File: config.mk
export PLATFORM = sky130hd
export DESIGN_NAME = vd_frame_adapter
export DESIGN_NICKNAME = d
export VERILOG_FILES = /design/src/rtl/vd_frame_pkg.sv /design/src/rtl/vd_sym_serializer.sv /design/src/rtl/vd_frame_adapter.sv
export SDC_FILE = /design/constraint.sdc
export NUM_CORES = 1
export LEC_CHECK = 0
export BUFFER_PORTS_ARGS = -buffer_cell sky130_fd_sc_hd__buf_2
export CORE_MARGIN = 2
export CORE_UTILIZATION = 30
export CTS_CLUSTER_DIAMETER = 150
export CTS_CLUSTER_SIZE = 28
export DETAILED_ROUTE_END_ITERATION = 12
export SYNTH_ARGS = -nofsm -noshare
export SYNTH_HDL_FRONTEND = slang
export SYNTH_SLANG_ARGS = --single-unit
export TNS_END_PERCENT = 50
File: constraint.sdc
create_clock -name i_clk -period 1.5 [get_ports i_clk]
set_clock_uncertainty 0.05 [all_clocks]
set_input_delay 0.15 -clock i_clk [delete_from_list [all_inputs] [get_ports i_clk]]
set_output_delay 0.15 -clock i_clk [all_outputs]
set_load 0.05 [all_outputs]
File: src/rtl/vd_frame_pkg.sv
//==============================================================================
// Module  : vd_frame_pkg
// Brief   : Shared FSM state encoding and default parameters for the
//           decoder frame adapter.
// Revision: 1.0 - initial release
//==============================================================================
`default_nettype none

package vd_frame_pkg;

    localparam int DEF_FRAME_W     = 16;
    localparam int DEF_SYM_W       = 2;
    localparam int DEF_MSB_FIRST   = 1;
    localparam int DEF_TIMEOUT_CYC = 64;

    typedef enum logic [1:0] {
        ST_IDLE = 2'd0,
        ST_SEND = 2'd1,
        ST_WAIT = 2'd2,
        ST_DONE = 2'd3
    } frame_state_t;

endpackage

`default_nettype wire

File: src/rtl/vd_sym_serializer.sv
//==============================================================================
// Module  : vd_sym_serializer
// Brief   : Loads a coded frame and presents it one SYM_W-bit symbol at a
//           time, MSB-first or LSB-first.
// Revision: 1.0 - initial release
//==============================================================================
`default_nettype none

module vd_sym_serializer #(
    parameter int FRAME_W   = 16,
    parameter int SYM_W     = 2,
    parameter int MSB_FIRST = 1
) (
    input  logic               i_clk,
    input  logic               i_rst_n,
    input  logic               i_load,
    input  logic               i_shift,
    input  logic [FRAME_W-1:0] i_frame,
    output logic [SYM_W-1:0]   o_sym
);

    logic [FRAME_W-1:0] r_frame;

    always_ff @(posedge i_clk or negedge i_rst_n) begin
        if (!i_rst_n) begin
            r_frame <= '0;
        end else if (i_load) begin
            r_frame <= i_frame;
        end else if (i_shift) begin
            r_frame <= (MSB_FIRST != 0) ? (r_frame << SYM_W) : (r_frame >> SYM_W);
        end
    end

    // The current symbol always sits at the end the shift moves away from.
    generate
        if (MSB_FIRST != 0) begin : g_msb
            assign o_sym = r_frame[FRAME_W-1 -: SYM_W];
        end else begin : g_lsb
            assign o_sym = r_frame[SYM_W-1:0];
        end
    endgenerate

endmodule

`default_nettype wire

File: src/rtl/vd_frame_adapter.sv
//==============================================================================
// Module  : vd_frame_adapter
// Brief   : Feeds a coded frame symbol-by-symbol to a decoder and collects
//           its decision bits into a decoded frame.
//           Optional decision timeout: define VD_FRAME_ADAPTER_TIMEOUT_EN.
// Revision: 1.0 - initial release
//==============================================================================
`default_nettype none

module vd_frame_adapter
    import vd_frame_pkg::*;
#(
    parameter int FRAME_W     = DEF_FRAME_W,
    parameter int SYM_W       = DEF_SYM_W,
    parameter int MSB_FIRST   = DEF_MSB_FIRST,
    parameter int TIMEOUT_CYC = DEF_TIMEOUT_CYC
) (
    input  logic                       i_clk,
    input  logic                       i_rst_n,
    input  logic                       i_start,
    input  logic [FRAME_W-1:0]         i_data,
    output logic [SYM_W-1:0]           o_sym,
    output logic                       o_sym_valid,
    input  logic                       i_dec_bit,
    input  logic                       i_dec_valid,
    output logic [FRAME_W/SYM_W-1:0]   o_data,
    output logic                       o_busy,
    output logic                       o_done,
    output logic                       o_error
);

    localparam int NUM_SYM   = FRAME_W / SYM_W;
    localparam int DEC_W     = NUM_SYM;
    localparam int SYM_CNT_W = (NUM_SYM > 1) ? $clog2(NUM_SYM) : 1;
    localparam int BIT_CNT_W = $clog2(DEC_W + 1);

    generate
        if ((FRAME_W % SYM_W) != 0) begin : g_bad_frame_w
            $error("vd_frame_adapter: FRAME_W must be a multiple of SYM_W");
        end
        if (TIMEOUT_CYC < 1) begin : g_bad_timeout
            $error("vd_frame_adapter: TIMEOUT_CYC must be at least 1");
        end
    endgenerate

    frame_state_t         r_state;
    logic [SYM_CNT_W-1:0] r_sym_cnt;
    logic [BIT_CNT_W-1:0] r_bit_cnt;
    logic [DEC_W-1:0]     r_collect;
    logic [DEC_W-1:0]     r_data;
    logic [SYM_W-1:0]     r_sym;
    logic                 r_sym_valid;
    logic                 r_busy;
    logic                 r_done;

    logic [SYM_W-1:0]     w_ser_sym;
    logic [DEC_W-1:0]     w_collect_next;
    logic                 w_accept;
    logic                 w_last_bit;
    logic                 w_bits_full;

`ifdef VD_FRAME_ADAPTER_TIMEOUT_EN
    localparam int TO_W = $clog2(TIMEOUT_CYC + 1);
    logic [TO_W-1:0]      r_to_cnt;
    logic                 r_error;
    assign o_error = r_error;
`else
    assign o_error = 1'b0;
`endif

    vd_sym_serializer #(
        .FRAME_W   (FRAME_W),
        .SYM_W     (SYM_W),
        .MSB_FIRST (MSB_FIRST)
    ) u_ser (
        .i_clk   (i_clk),
        .i_rst_n (i_rst_n),
        .i_load  ((r_state == ST_IDLE) && i_start),
        .i_shift (r_state == ST_SEND),
        .i_frame (i_data),
        .o_sym   (w_ser_sym)
    );

    assign w_accept    = i_dec_valid && (r_bit_cnt != BIT_CNT_W'(DEC_W)) &&
                         ((r_state == ST_SEND) || (r_state == ST_WAIT));
    assign w_last_bit  = (r_bit_cnt == BIT_CNT_W'(DEC_W - 1));
    assign w_bits_full = (r_bit_cnt == BIT_CNT_W'(DEC_W)) || (w_accept && w_last_bit);

    // MSB-first shifts bits up so the first one ends in DEC_W-1 after DEC_W accepts.
    generate
        if (MSB_FIRST != 0) begin : g_cap_msb
            assign w_collect_next = (r_collect << 1) | DEC_W'(i_dec_bit);
        end else begin : g_cap_lsb
            assign w_collect_next = r_collect | (DEC_W'(i_dec_bit) << r_bit_cnt);
        end
    endgenerate

    always_ff @(posedge i_clk or negedge i_rst_n) begin
        if (!i_rst_n) begin
            r_state     <= ST_IDLE;
            r_sym_cnt   <= '0;
            r_bit_cnt   <= '0;
            r_collect   <= '0;
            r_data      <= '0;
            r_sym       <= '0;
            r_sym_valid <= 1'b0;
            r_busy      <= 1'b0;
            r_done      <= 1'b0;
`ifdef VD_FRAME_ADAPTER_TIMEOUT_EN
            r_to_cnt    <= '0;
            r_error     <= 1'b0;
`endif
        end else begin
            r_done      <= 1'b0;
            r_sym_valid <= 1'b0;
            r_sym       <= '0;

            if (w_accept) begin
                r_collect <= w_collect_next;
                r_bit_cnt <= r_bit_cnt + BIT_CNT_W'(1);
            end

            case (r_state)
                ST_IDLE: begin
                    if (i_start) begin
                        r_sym_cnt <= '0;
                        r_bit_cnt <= '0;
                        r_collect <= '0;
`ifdef VD_FRAME_ADAPTER_TIMEOUT_EN
                        r_to_cnt  <= '0;
                        r_error   <= 1'b0;
`endif
                        r_busy    <= 1'b1;
                        r_state   <= ST_SEND;
                    end
                end
                ST_SEND: begin
                    r_sym       <= w_ser_sym;
                    r_sym_valid <= 1'b1;
                    r_sym_cnt   <= r_sym_cnt + SYM_CNT_W'(1);
                    if (r_sym_cnt == SYM_CNT_W'(NUM_SYM - 1)) begin
                        if (w_bits_full) begin
                            r_busy  <= 1'b0;
                            r_state <= ST_DONE;
                        end else begin
                            r_state <= ST_WAIT;
                        end
                    end
                end
                ST_WAIT: begin
                    if (w_accept && w_last_bit) begin
                        r_busy  <= 1'b0;
                        r_state <= ST_DONE;
                    end
`ifdef VD_FRAME_ADAPTER_TIMEOUT_EN
                    else if (w_accept) begin
                        r_to_cnt <= '0;
                    end else if (r_to_cnt == TO_W'(TIMEOUT_CYC - 1)) begin
                        // Abandon the frame; o_data keeps the previous result.
                        r_to_cnt <= '0;
                        r_error  <= 1'b1;
                        r_busy   <= 1'b0;
                        r_state  <= ST_IDLE;
                    end else begin
                        r_to_cnt <= r_to_cnt + TO_W'(1);
                    end
`endif
                end
                ST_DONE: begin
                    r_data  <= r_collect;
                    r_done  <= 1'b1;
                    r_state <= ST_IDLE;
                end
                default: r_state <= ST_IDLE;
            endcase
        end
    end

    assign o_sym       = r_sym;
    assign o_sym_valid = r_sym_valid;
    assign o_data      = r_data;
    assign o_busy      = r_busy;
    assign o_done      = r_done;

endmodule

`default_nettype wire

==> results of run 1 <==
-- final cells by class --
class	count	share of cell area, %
clock buffers	6	2.88
clock inverters	2	2.10
inverters	7	0.917
multi-input cells	135	37.3
flip-flops and latches	46	40.2
well taps	99	4.32
repair buffers	51	12.3
-- worst paths after layout --
path | endpoint | depth (start not counted) | slack (ns)
setup / recovery | o_busy$_DFFE_PN0P_ | 6 | -0.02
min in group asynchronous | u_ser.r_frame[6]$_DFFE_PN0P_ | 2 | 0.28
hold / removal | u_ser.r_frame[12]$_DFFE_PN0P_ | 3 | 0.01
hold reg to reg | o_sym[1]$_DFF_PN0_ | 1 | 0.45
setup reg to reg | o_busy$_DFFE_PN0P_ | 6 | -0.02
max in group asynchronous | r_collect[5]$_DFF_PN0_ | 3 | 0.62
-- worst max-delay path: stages (launching register included) --
cell and delay, ns:
dfrtp_1 0.40, buf_4 0.13, ha_2 0.27, inv_1 0.11, nor3_2 0.20, o211ai_2 0.12, mux2i_1 0.13
-- state kept, by name, indices dropped and copies added (netlist names) --
name and count:
u_ser.r_frame 16, o_data 8, r_collect 8, r_bit_cnt 4, r_sym_cnt 3, o_sym 2
r_state 2, o_busy 1, o_done 1, o_sym_valid 1
-- synth_stat cells --
master | instances | area share [%]
nor3_2 | 1 | 0.46
mux2i_1 | 17 | 7.8
nor2b_4 | 1 | 0.63
o21ai_1 | 18 | 4.1
inv_1 | 7 | 1.2
o211ai_2 | 1 | 0.57
o21ai_0 | 2 | 0.46
nand3_1 | 1 | 0.23
nand3b_1 | 1 | 0.34
conb_1 | 1 | 0.17
a32oi_1 | 2 | 0.80
nand2b_4 | 1 | 0.63
a31oi_1 | 1 | 0.29
mux2_2 | 8 | 4.1
nor3_1 | 2 | 0.46
a21oi_1 | 12 | 2.7
a31o_1 | 1 | 0.40
xor2_1 | 1 | 0.40
or2_1 | 1 | 0.29
nand3_2 | 1 | 0.46
nand3b_4 | 1 | 0.91
xnor2_1 | 3 | 1.2
a21oi_2 | 2 | 0.80
and4b_1 | 1 | 0.46
nand2_1 | 38 | 6.5
buf_2 | 3 | 0.68
dfrtp_1 | 46 | 52
ha_1 | 8 | 4.6
buf_4 | 4 | 1.4
clkbuf_4 | 1 | 0.34
and2_1 | 5 | 1.4
buf_6 | 3 | 1.5
nor2_1 | 3 | 0.51
o21ai_4 | 1 | 0.74
-- power by group through the flow --
stage / sequential [mW] / combinational (mW) / clock, mW
after floorplan: 2.49 / 1.79 / 0
after global placement: 2.08 / 2.91 / 0
after detailed placement: 2.08 / 2.97 / 0
after CTS: 2.07 / 3.08 / 1.16
after global routing: 2.17 / 3.66 / 1.20
final: 2.10 / 3.31 / 1.12
-- through the flow --
| stage | hold slack (ns) | total power [mW] | cell area, µm² | setup TNS, ns |
|---|---|---|---|---|
| after floorplan | -0.196 | 4.29 | 2210 | -0.0137 |
| after global placement | 0.0611 | 4.99 | 2550 | -1.22 |
| after detailed placement | 0.0705 | 5.05 | 2550 | -1.76 |
| after CTS | 0.00314 | 6.31 | 2740 | -0.0322 |
| after global routing | 0.0137 | 7.04 | 2870 | -0.950 |
| final | 0.00959 | 6.53 | 2870 | -0.0748 |
-- metal layers --
metal  vias up  wire length [µm]  GRT usage, %
li1        765                 -             -
met1       737              2040          15.6
met5         -                 0             0
met3         4               122          2.49
met2        22              1870          17.1
met4         0                44          3.66
-- kinds of logic (layout without fill, tap and decap cells) --
kind of cell	count (synthesis)	after routing	share of synthesized area, %
XOR/XNOR	4	4	1.60
flip-flops	46	46	52.5
multiplexers	25	25	11.9
buffers and inverters	18	66	5.13
AND/OR/NAND/NOR	57	57	13.3
AO/OA/AOI/OAI	40	40	10.9
other	1	1	0.171
adder cells (fa/ha/maj)	8	8	4.56
-- what timing repair did --
| action | 4_1_cts | 5_1_grt |
|---|---|---|
| setup endpoints to repair | 31 | 24 |
| endpoints found under the hold margin | 15 | 0 |
| gates resized for setup | 10 | 28 |
| hold buffers | 1 | 0 |
| setup buffers | 1 | 2 |
| pin swaps | 3 | 19 |
==> results by group, run 1 <==
Global route
  – Total track usage: 11.1%
  – Largest net degree at the start of global routing: 45
  – Vias in the first global route: 1494
  – First-pass GRT wire length: 6.89 mm
  – Grt ovf: 0
  – Initial antenna violation count: 0

Layout
  – Final Util: 39.9%
  – Layout cells sized above 1: 40.9%
  – Total Nets Final: 275
  – Sequential cell area: 0.00115 mm²
  – Ant. Diodes: 0
  – Number of fill cells: 705
  – Commonest non-fill, non-tap cell in the layout: dfrtp_1
  – Area growth, synth to finish: 30.7%
  – Final non-filler cell total: 346
  – Most frequent cells in the layout: 46 x dfrtp_1, 33 x buf_2, 29 x nand2_1
  – Area taken by multi-input logic gates: 0.00107 mm²

Power
  – Clk pwr share: 17.2%
  – Internal Pwr Total: 3.97 mW
  – Reg power frac: 32.1%
  – Switching Share: 39.2%
  – Logic pwr share: 50.7%
  – Cell Pwr Density: 2280 mW/mm²
  – Peak VDD IR: 0.682 mV
  – Net Switching: 2.56 mW
  – P_leak: 1.39 nW

Clock network
  – Clk Tree Root Cell: clkbuf_8
  – Clock buffer depth: 2
  – Worst skew pair latency: 0.30 ns
  – CTS H-tree depth: 2
  – Num CTS Buffers: 5
  – Clk slew on worst S/H paths: 0.08 ns
  – Count of clock tree sinks: 46
  – CTS tree: yes

Floorplanning
  – Top-Level Pins: 35
  – Initial core utilization: 30.6%
  – Overall die width: 89.5 µm
  – Die height: 89.5 µm
  – Row cnt: 31
  – Total die area: 0.00801 mm²
  – Area of the core: 0.00718 mm²

Yosys
  – Sequential share of the synthesized area: 52.5%
  – Avg Inst Size Synth: 11.0 µm²
  – Post-Syn Area: 0.00219 mm²
  – Syn_nets: 228
  – Syn Inst Count: 199
  – Yosys reg bits: 46
  – Distinct cells, synth: 34
  – Ys Warns: 0

STA
  – Slew Viols, Final: 0
  – Fin crit period: 1.52 ns
  – Setup WS post-layout: -0.0198 ns
  – Setup-failing EPs final: 8
  – Unrepaired setup endpoints after global routing: yes
  – Hold Fails Final Rpt: 0
  – Fmax: 0.658 GHz
  – Crit share post-route: 101%

Placed design
  – Port buffer count: 33
  – HPWL Detailed: 2.74 mm
  – GP Congestion: 0.749
  – Pre-CTS WS: -0.0943 ns
  – Placed insts: 334

Critical path
  – Worst Setup Start Kind: register
  – Critical path startpoint: r_state[0]$_DFFE_PN0P_
  – Worst-path fanout max: 7
  – CP arrival: 1.65 ns
  – Setup CP Type: reg -> reg
  – CP endpoint kind: register
  – CP required: 1.63 ns
  – Reg2Reg Launch Point: r_state[0]$_DFFE_PN0P_

Routing
  – Remaining DRCs: 0
  – Post-DRT Antenna Nets: 0
  – Wirelength per Cell: 11.8 µm
  – DR vias/cell: 4.42
  – Starting DRT DRC Count: 67
  – DR vias: 1528
  – Number of detailed-route iterations in the first pass: 4
  – Detailed Route WL: 4.08 mm

Min path
  – Hold Crit Class: in -> reg
  – Hold Crit Start: i_data[12]

Run
  – Max-cap viol count: 0

Outcome
  – Failing checks: negative setup slack
  – Outcome: finished, violations left
No activity file was read; power rests on OpenSTA's default activity.
==> run 2: changes to the inputs <==
Settings changed: GPL_TIMING_DRIVEN set to 0.
==> run 2 against run 1 <==
The flow finishes with violations (negative hold slack, negative setup slack). Critical path depth is 1 higher. Sequential power barely moved. First-iteration DRC count fell by 6.0%. Cell area shrank 0.65%. Hold slack lost 0.032 ns. Routed wire length grew 4.0%. Largest power group unchanged.
==> results by group, run 2 (same netlist as run 1, synthesis figures left out) <==
Clock network
  – Clock buffer depth: 2 (unchanged)
  – CTS tree: yes
  – Count of clock tree sinks: 46 (unchanged)
  – Clk slew on worst S/H paths: 0.09 ns (about the same)
  – Cts hold-fix bufs: 0 (-1)
  – Clk Tree Root Cell: clkbuf_8
  – CTS H-tree depth: 2 (unchanged)
  – Num CTS Buffers: 5 (unchanged)
  – Worst skew pair latency: 0.29 ns (about the same)

Critical path
  – Crit path top cell by count: and2_4
  – Crit path max-delay family: flip-flops
  – Bufs and invs on worst path: 2 (unchanged)
  – Setup CP Type: reg -> reg
  – Worst-path fanout max: 5 (-2)
  – Reg2Reg Depth: 7 (+1)
  – Slowest cell on crit path: dfrtp_2
  – FF-to-FF setup slack: -0.04 ns (-0.02 ns)
  – Reg2reg end: r_bit_cnt[0]$_DFF_PN0_
  – Reg2Reg Launch Point: r_state[0]$_DFFE_PN0P_
  – CP required: 1.64 ns (about the same)
  – CP arrival: 1.68 ns (+0.03 ns)
  – Worst Setup Start Kind: register
  – Slowest stage delay, CP: 0.42 ns (+0.02 ns)
  – CP endpoint kind: register
  – Critical Path, Cell by Cell: inv_2 -> ha_4 -> and2_4 -> and2_4 -> buf_8 -> xnor2_2 -> nor2_1

Layout
  – Most frequent cells in the layout: 45 x dfrtp_1, 33 x buf_2, 29 x nand2_1
  – Area growth, synth to finish: 29.8%
  – Commonest non-fill, non-tap cell in the layout: dfrtp_1
  – Layout cells sized above 1: 41.8% (+0.88 points)
  – Number of fill cells: 704 (-0.14%)
  – Total Nets Final: 277 (+0.73%)
  – Ant. Diodes: 0 (unchanged)
  – Final Cell Area: 0.00285 mm² (-0.65%)
  – Max reg flops: 16 (unchanged)
  – Biggest register: u_ser.r_frame

Floorplanning
  – Total die area: 0.00801 mm² (unchanged)
  – Area of the core: 0.00718 mm² (unchanged)
  – Row cnt: 31 (unchanged)
  – Die height: 89.5 µm (unchanged)
  – Initial core utilization: 30.6% (unchanged)
  – Overall die width: 89.5 µm (unchanged)
  – Top-Level Pins: 35 (unchanged)

STA
  – Crit share post-route: 103% (+1.3 points)
  – Hold Fails Final Rpt: 31 (+31)
  – Worst-Margin Slew: 1.03 ns
  – Setup WS post-layout: -0.0396 ns (-0.0197 ns)
  – Setup-failing EPs final: 13 (+5)
  – Fin crit period: 1.54 ns (+0.0197 ns)
  – Slew Limit Headroom: 31.4%
  – Fmax: 0.650 GHz (-1.3%)
  – Unrepaired setup endpoints after global routing: yes
  – Slew Viols, Final: 0 (unchanged)
  – Worst hold slack: -0.0226 ns (-0.0322 ns)

Placed design
  – Port buffer count: 33 (unchanged)
  – GP Congestion: 0.710 (-5.1%)
  – Area after DPL: 0.00249 mm² (-2.2%)
  – HPWL Detailed: 2.81 mm (+2.4%)

Outcome
  – Failing checks: negative hold slack, negative setup slack
  – Outcome: finished, violations left

Routing
  – Detailed Route WL: 4.24 mm (+4.0%)
  – Starting DRT DRC Count: 63 (-6.0%)
  – Remaining DRCs: 0 (unchanged)
  – DR vias/cell: 4.47 (+1.2%)
  – Wirelength per Cell: 12.2 µm (+3.4%)
  – Number of detailed-route iterations in the first pass: 4 (unchanged)
  – Post-DRT Antenna Nets: 0 (unchanged)
  – DR vias: 1556 (+1.8%)

Power
  – Cell Pwr Density: 2250 mW/mm² (-1.2%)
  – Total Power: 6.41 mW (-1.8%)
  – Peak VDD IR: 0.742 mV (+8.8%)
  – P_leak: 1.37 nW (-1.1%)

Global route
  – Grt ovf: 0 (unchanged)
  – Largest net degree at the start of global routing: 47 (+4.4%)
  – Vias in the first global route: 1551 (+3.8%)
  – Total track usage: 11.6% (+0.45 points)
  – First-pass GRT wire length: 7.18 mm (+4.1%)
  – Initial antenna violation count: 0 (unchanged)

Run
  – Max-cap viol count: 0 (unchanged)

Min path
  – Hold Crit Class: in -> async
run 2: metal layers:
layer	routed length (µm)	track usage (%)	vias up	share of wire, %
li1	-	-	773	-
met1	2020	14.5	753	48
met2	1990	19.5	22	47
met3	147	2.68	8	3.5
met4	79	4.34	0	1.9
met5	0	0	-	0
run 2: layout make-up:
type	instances	area (µm²)	share of cell area (%)
buffer	11	124	4.35
tap	99	124	4.35
sequential	46	1150	40.5
inverter	7	26.3	0.923
clock inverter	2	37.5	1.32
clock buffer	6	72.6	2.55
multi-input combinational	135	1070	37.6
timing repair buffer	42	240	8.44
run 2: per-stage QoR:
stage          util (%)  setup TNS (ns)  setup WS, ns  instances
6_report           39.7          -0.192       -0.0396        348
3_5_place_dp       34.8           -2.91        -0.130        331
3_3_place_gp       34.8           -2.10        -0.118        331
5_1_grt            39.7           -1.17        -0.105        348
4_1_cts            37.4          -0.125       -0.0500        344
2_1_floorplan         -         -0.0137       -0.0137        199
run 2: worst max path at each step:
| stage | start | endpoint | slack, ns | cells after the start |
|---|---|---|---|---|
| after floorplan | r_state[0]$_DFFE_PN0P_ | r_bit_cnt[0]$_DFF_PN0_ | -0.01 | 7 |
| after global placement | r_state[1]$_DFFE_PN0P_ | u_ser.r_frame[5]$_DFFE_PN0P_ | -0.12 | 6 |
| after detailed placement | r_state[1]$_DFFE_PN0P_ | u_ser.r_frame[5]$_DFFE_PN0P_ | -0.13 | 6 |
| after CTS | r_state[0]$_DFFE_PN0P_ | r_state[0]$_DFFE_PN0P_ | -0.05 | 6 |
| after global routing | r_state[0]$_DFFE_PN0P_ | r_state[0]$_DFFE_PN0P_ | -0.11 | 6 |
| final | r_state[0]$_DFFE_PN0P_ | r_bit_cnt[0]$_DFF_PN0_ | -0.04 | 7 |
run 2: report_power, final:
group,switching (mW),leakage (nW),internal (mW)
Sequential,0.348,0.596,1.77
Clock,0.405,0.0514,0.497
Combinational,1.86,0.727,1.53
run 2: repair_timing:
item | CTS | global route
setup buffers | 4 | 4
gates cloned | 1 | 0
resized for setup | 13 | 37
endpoints found under the setup margin | 29 | 30
pin swaps | 10 | 16
run 2: worst reg2reg max path: stages, from the launching register on:
cell and delay [ns]:
dfrtp_2 0.42, inv_2 0.07, ha_4 0.29, and2_4 0.15, and2_4 0.16, buf_8 0.14
xnor2_2 0.11, nor2_1 0.05
==> run 3: changes to the inputs <==
Settings changed: CORE_UTILIZATION 30 to 50, GPL_TIMING_DRIVEN 0 to not set, PLACE_DENSITY set to 0.75.
==> run 3 against run 2 <==
The flow finishes with violations (negative setup slack). Routed wire length is 3.3% higher. Global-route usage is 6.4 points higher. Clock-buffer cell count decreased by 1. Sequential share of layout area fell by 0.24 points. Cell count shrank 12%.
==> results by group, run 3 (same netlist as run 1, synthesis figures left out) <==
Outcome
  – Outcome: finished, violations left
  – Failing checks: negative setup slack

Layout
  – Ant. Diodes: 0 (unchanged)
  – Final non-filler cell total: 305 (-12%)
  – Biggest register: u_ser.r_frame
  – Most frequent cells in the layout: 46 x dfrtp_1, 33 x buf_2, 28 x nand2_1
  – Final Util: 66.6% (+27 points)
  – Total Nets Final: 281 (+1.4%)
  – Commonest non-fill, non-tap cell in the layout: dfrtp_1
  – Max reg flops: 16 (unchanged)
  – Final Cell Area: 0.00286 mm² (+0.48%)
  – Area growth, synth to finish: 30.5%
  – Layout cells sized above 1: 40.7% (-1.1 points)

Placed design
  – Placed insts: 286 (-14%)
  – GP Congestion: 0.694 (-2.4%)
  – HPWL Detailed: 2.66 mm (-5.3%)
  – Area after DPL: 0.00248 mm² (-0.40%)
  – Port buffer count: 33 (unchanged)
  – Pre-CTS WS: -0.129 ns (+0.000634 ns)

Power
  – Logic pwr share: 52.9% (about the same)
  – Net Switching: 2.66 mW (+1.6%)
  – Total Power: 6.42 mW (+0.18%)
  – Reg power frac: 32.9% (about the same)
  – Cell Pwr Density: 2240 mW/mm² (-0.30%)
  – Clk pwr share: 14.2% (about the same)
  – Internal Pwr Total: 3.76 mW (-0.83%)
  – Peak VDD IR: 0.941 mV (+27%)
  – P_leak: 1.39 nW (+1.3%)
  – Switching Share: 41.4% (+0.60 points)

Global route
  – Largest net degree at the start of global routing: 45 (-4.3%)
  – First-pass GRT wire length: 6.87 mm (-4.3%)
  – Initial antenna violation count: 0 (unchanged)
  – Grt ovf: 0 (unchanged)
  – Total track usage: 17.9% (+6.4 points)
  – Vias in the first global route: 1420 (-8.4%)

Critical path
  – Reg2Reg Launch Point: r_state[0]$_DFFE_PN0P_
  – CP required: 1.68 ns (+0.04 ns)
  – Critical path startpoint: r_state[0]$_DFFE_PN0P_
  – Crit path to: r_collect[7]$_DFF_PN0_
  – Setup CP Type: reg -> reg
  – Worst-path fanout max: 5 (unchanged)
  – Reg2Reg Depth: 7 (unchanged)
  – CP endpoint kind: register
  – Reg2reg end: r_collect[7]$_DFF_PN0_
  – FF-to-FF setup slack: -0.05 ns (about the same)
  – CP arrival: 1.73 ns (+0.05 ns)
  – Worst Setup Start Kind: register

Clock network
  – Clk slew on worst S/H paths: 0.08 ns (about the same)
  – Worst skew pair latency: 0.30 ns (about the same)
  – CTS H-tree depth: 2 (unchanged)
  – Clk Tree Root Cell: clkbuf_8
  – Count of clock tree sinks: 46 (unchanged)
  – Clock buffer depth: 2 (unchanged)
  – Num CTS Buffers: 5 (unchanged)
  – CTS tree: yes

Routing
  – DR vias: 1562 (+0.39%)
  – DR vias/cell: 5.12 (+15%)
  – Post-DRT Antenna Nets: 0 (unchanged)
  – Remaining DRCs: 0 (unchanged)
  – Starting DRT DRC Count: 65 (+3.2%)
  – Number of detailed-route iterations in the first pass: 4 (unchanged)
  – Detailed Route WL: 4.38 mm (+3.3%)
  – Wirelength per Cell: 14.4 µm (+18%)

Floorplanning
  – Top-Level Pins: 35 (unchanged)
  – Total die area: 0.00493 mm² (-38%)
  – Area of the core: 0.00429 mm² (-40%)
  – Die height: 70.2 µm (-22%)
  – Overall die width: 70.2 µm (-22%)
  – Row cnt: 24 (-23%)
  – Initial core utilization: 51.1% (+21 points)

STA
  – Setup WS post-layout: -0.0509 ns (-0.0114 ns)
  – Hold Fails Final Rpt: 0 (-100%)
  – Fmax: 0.645 GHz (-0.73%)
  – Slew Viols, Final: 0 (unchanged)
  – Worst hold slack: 0.00630 ns (+0.0289 ns)
  – Setup-failing EPs final: 10 (-3)
  – Crit share post-route: 103% (+0.76 points)
  – Unrepaired setup endpoints after global routing: yes
  – Fin crit period: 1.55 ns (+0.0114 ns)
  – Final setup TNS: -0.221 ns (-0.0291 ns)

Min path
  – Hold Crit Start: i_data[6]
  – Hold Path Stages: 3
  – Hold Crit Class: in -> reg

Run
  – Max-cap viol count: 0 (unchanged)
-- run 3: changes by cell type in the layout (fill, tap and decap cells not counted), sizes merged --
cell / delta
clkbuf: -1
clkinvlp: -1
clkinv: +2
dlygate4sd3: +8
buf: -4
-- run 3: power by group through the flow --
stage               clock (mW)  combinational [mW]  sequential, mW
floorplan                    0                1.79            2.49
global placement             0                2.86            2.07
detailed placement           0                2.94            2.09
CTS                      0.930                3.11            2.08
global route             0.979                3.68            2.17
finish                   0.911                3.40            2.11
-- run 3: repair_timing --
action,4_1_cts,5_1_grt
setup buffers,1,1
gates cloned,0,1
endpoints found under the hold margin,53,0
endpoints found under the setup margin,29,24
pin swaps,8,18
hold buffers,8,0
gates resized for setup,12,27
-- run 3: worst max-delay path: stages (launching register included) --
cell and delay [ns]:
dfrtp_1 0.40, inv_2 0.07, ha_4 0.29, and2_4 0.15
and2_4 0.18, buf_12 0.14, nand2_2 0.06, a21oi_2 0.14
-- run 3: worst min-delay path by stage --
stage | endpoint | slack, ns
after global routing | u_ser.r_frame[11]$_DFFE_PN0P_ | 0.01
after detailed placement | o_sym[0]$_DFF_PN0_ | -0.03
after CTS | u_ser.r_frame[6]$_DFFE_PN0P_ | 0.002
after floorplan | o_busy$_DFFE_PN0P_ | -0.20
after global placement | o_sym[0]$_DFF_PN0_ | -0.03
final | u_ser.r_frame[6]$_DFFE_PN0P_ | 0.006
-- run 3: per-layer routing --
layer  wire length [µm]  global-route usage (%)  part of all wire (%)  up-vias
met2               2060                    26.0                    47       30
met3                158                    4.76                   3.6        5
met4                 76                    7.69                   1.7        0
met1               2090                    25.4                    48      747
li1                   -                       -                     -      780
met5                  0                       0                     0        -
-- run 3: layout make-up --
class,count,area (µm²)
Clock buffer,5,68.8
Clock inverter,3,40.0
Fill cell,322,1430
Inverter,7,26.3
Multi-Input combinational cell,135,1090
Sequential cell,46,1150
Tap cell,52,65.1
Timing Repair Buffer,57,424
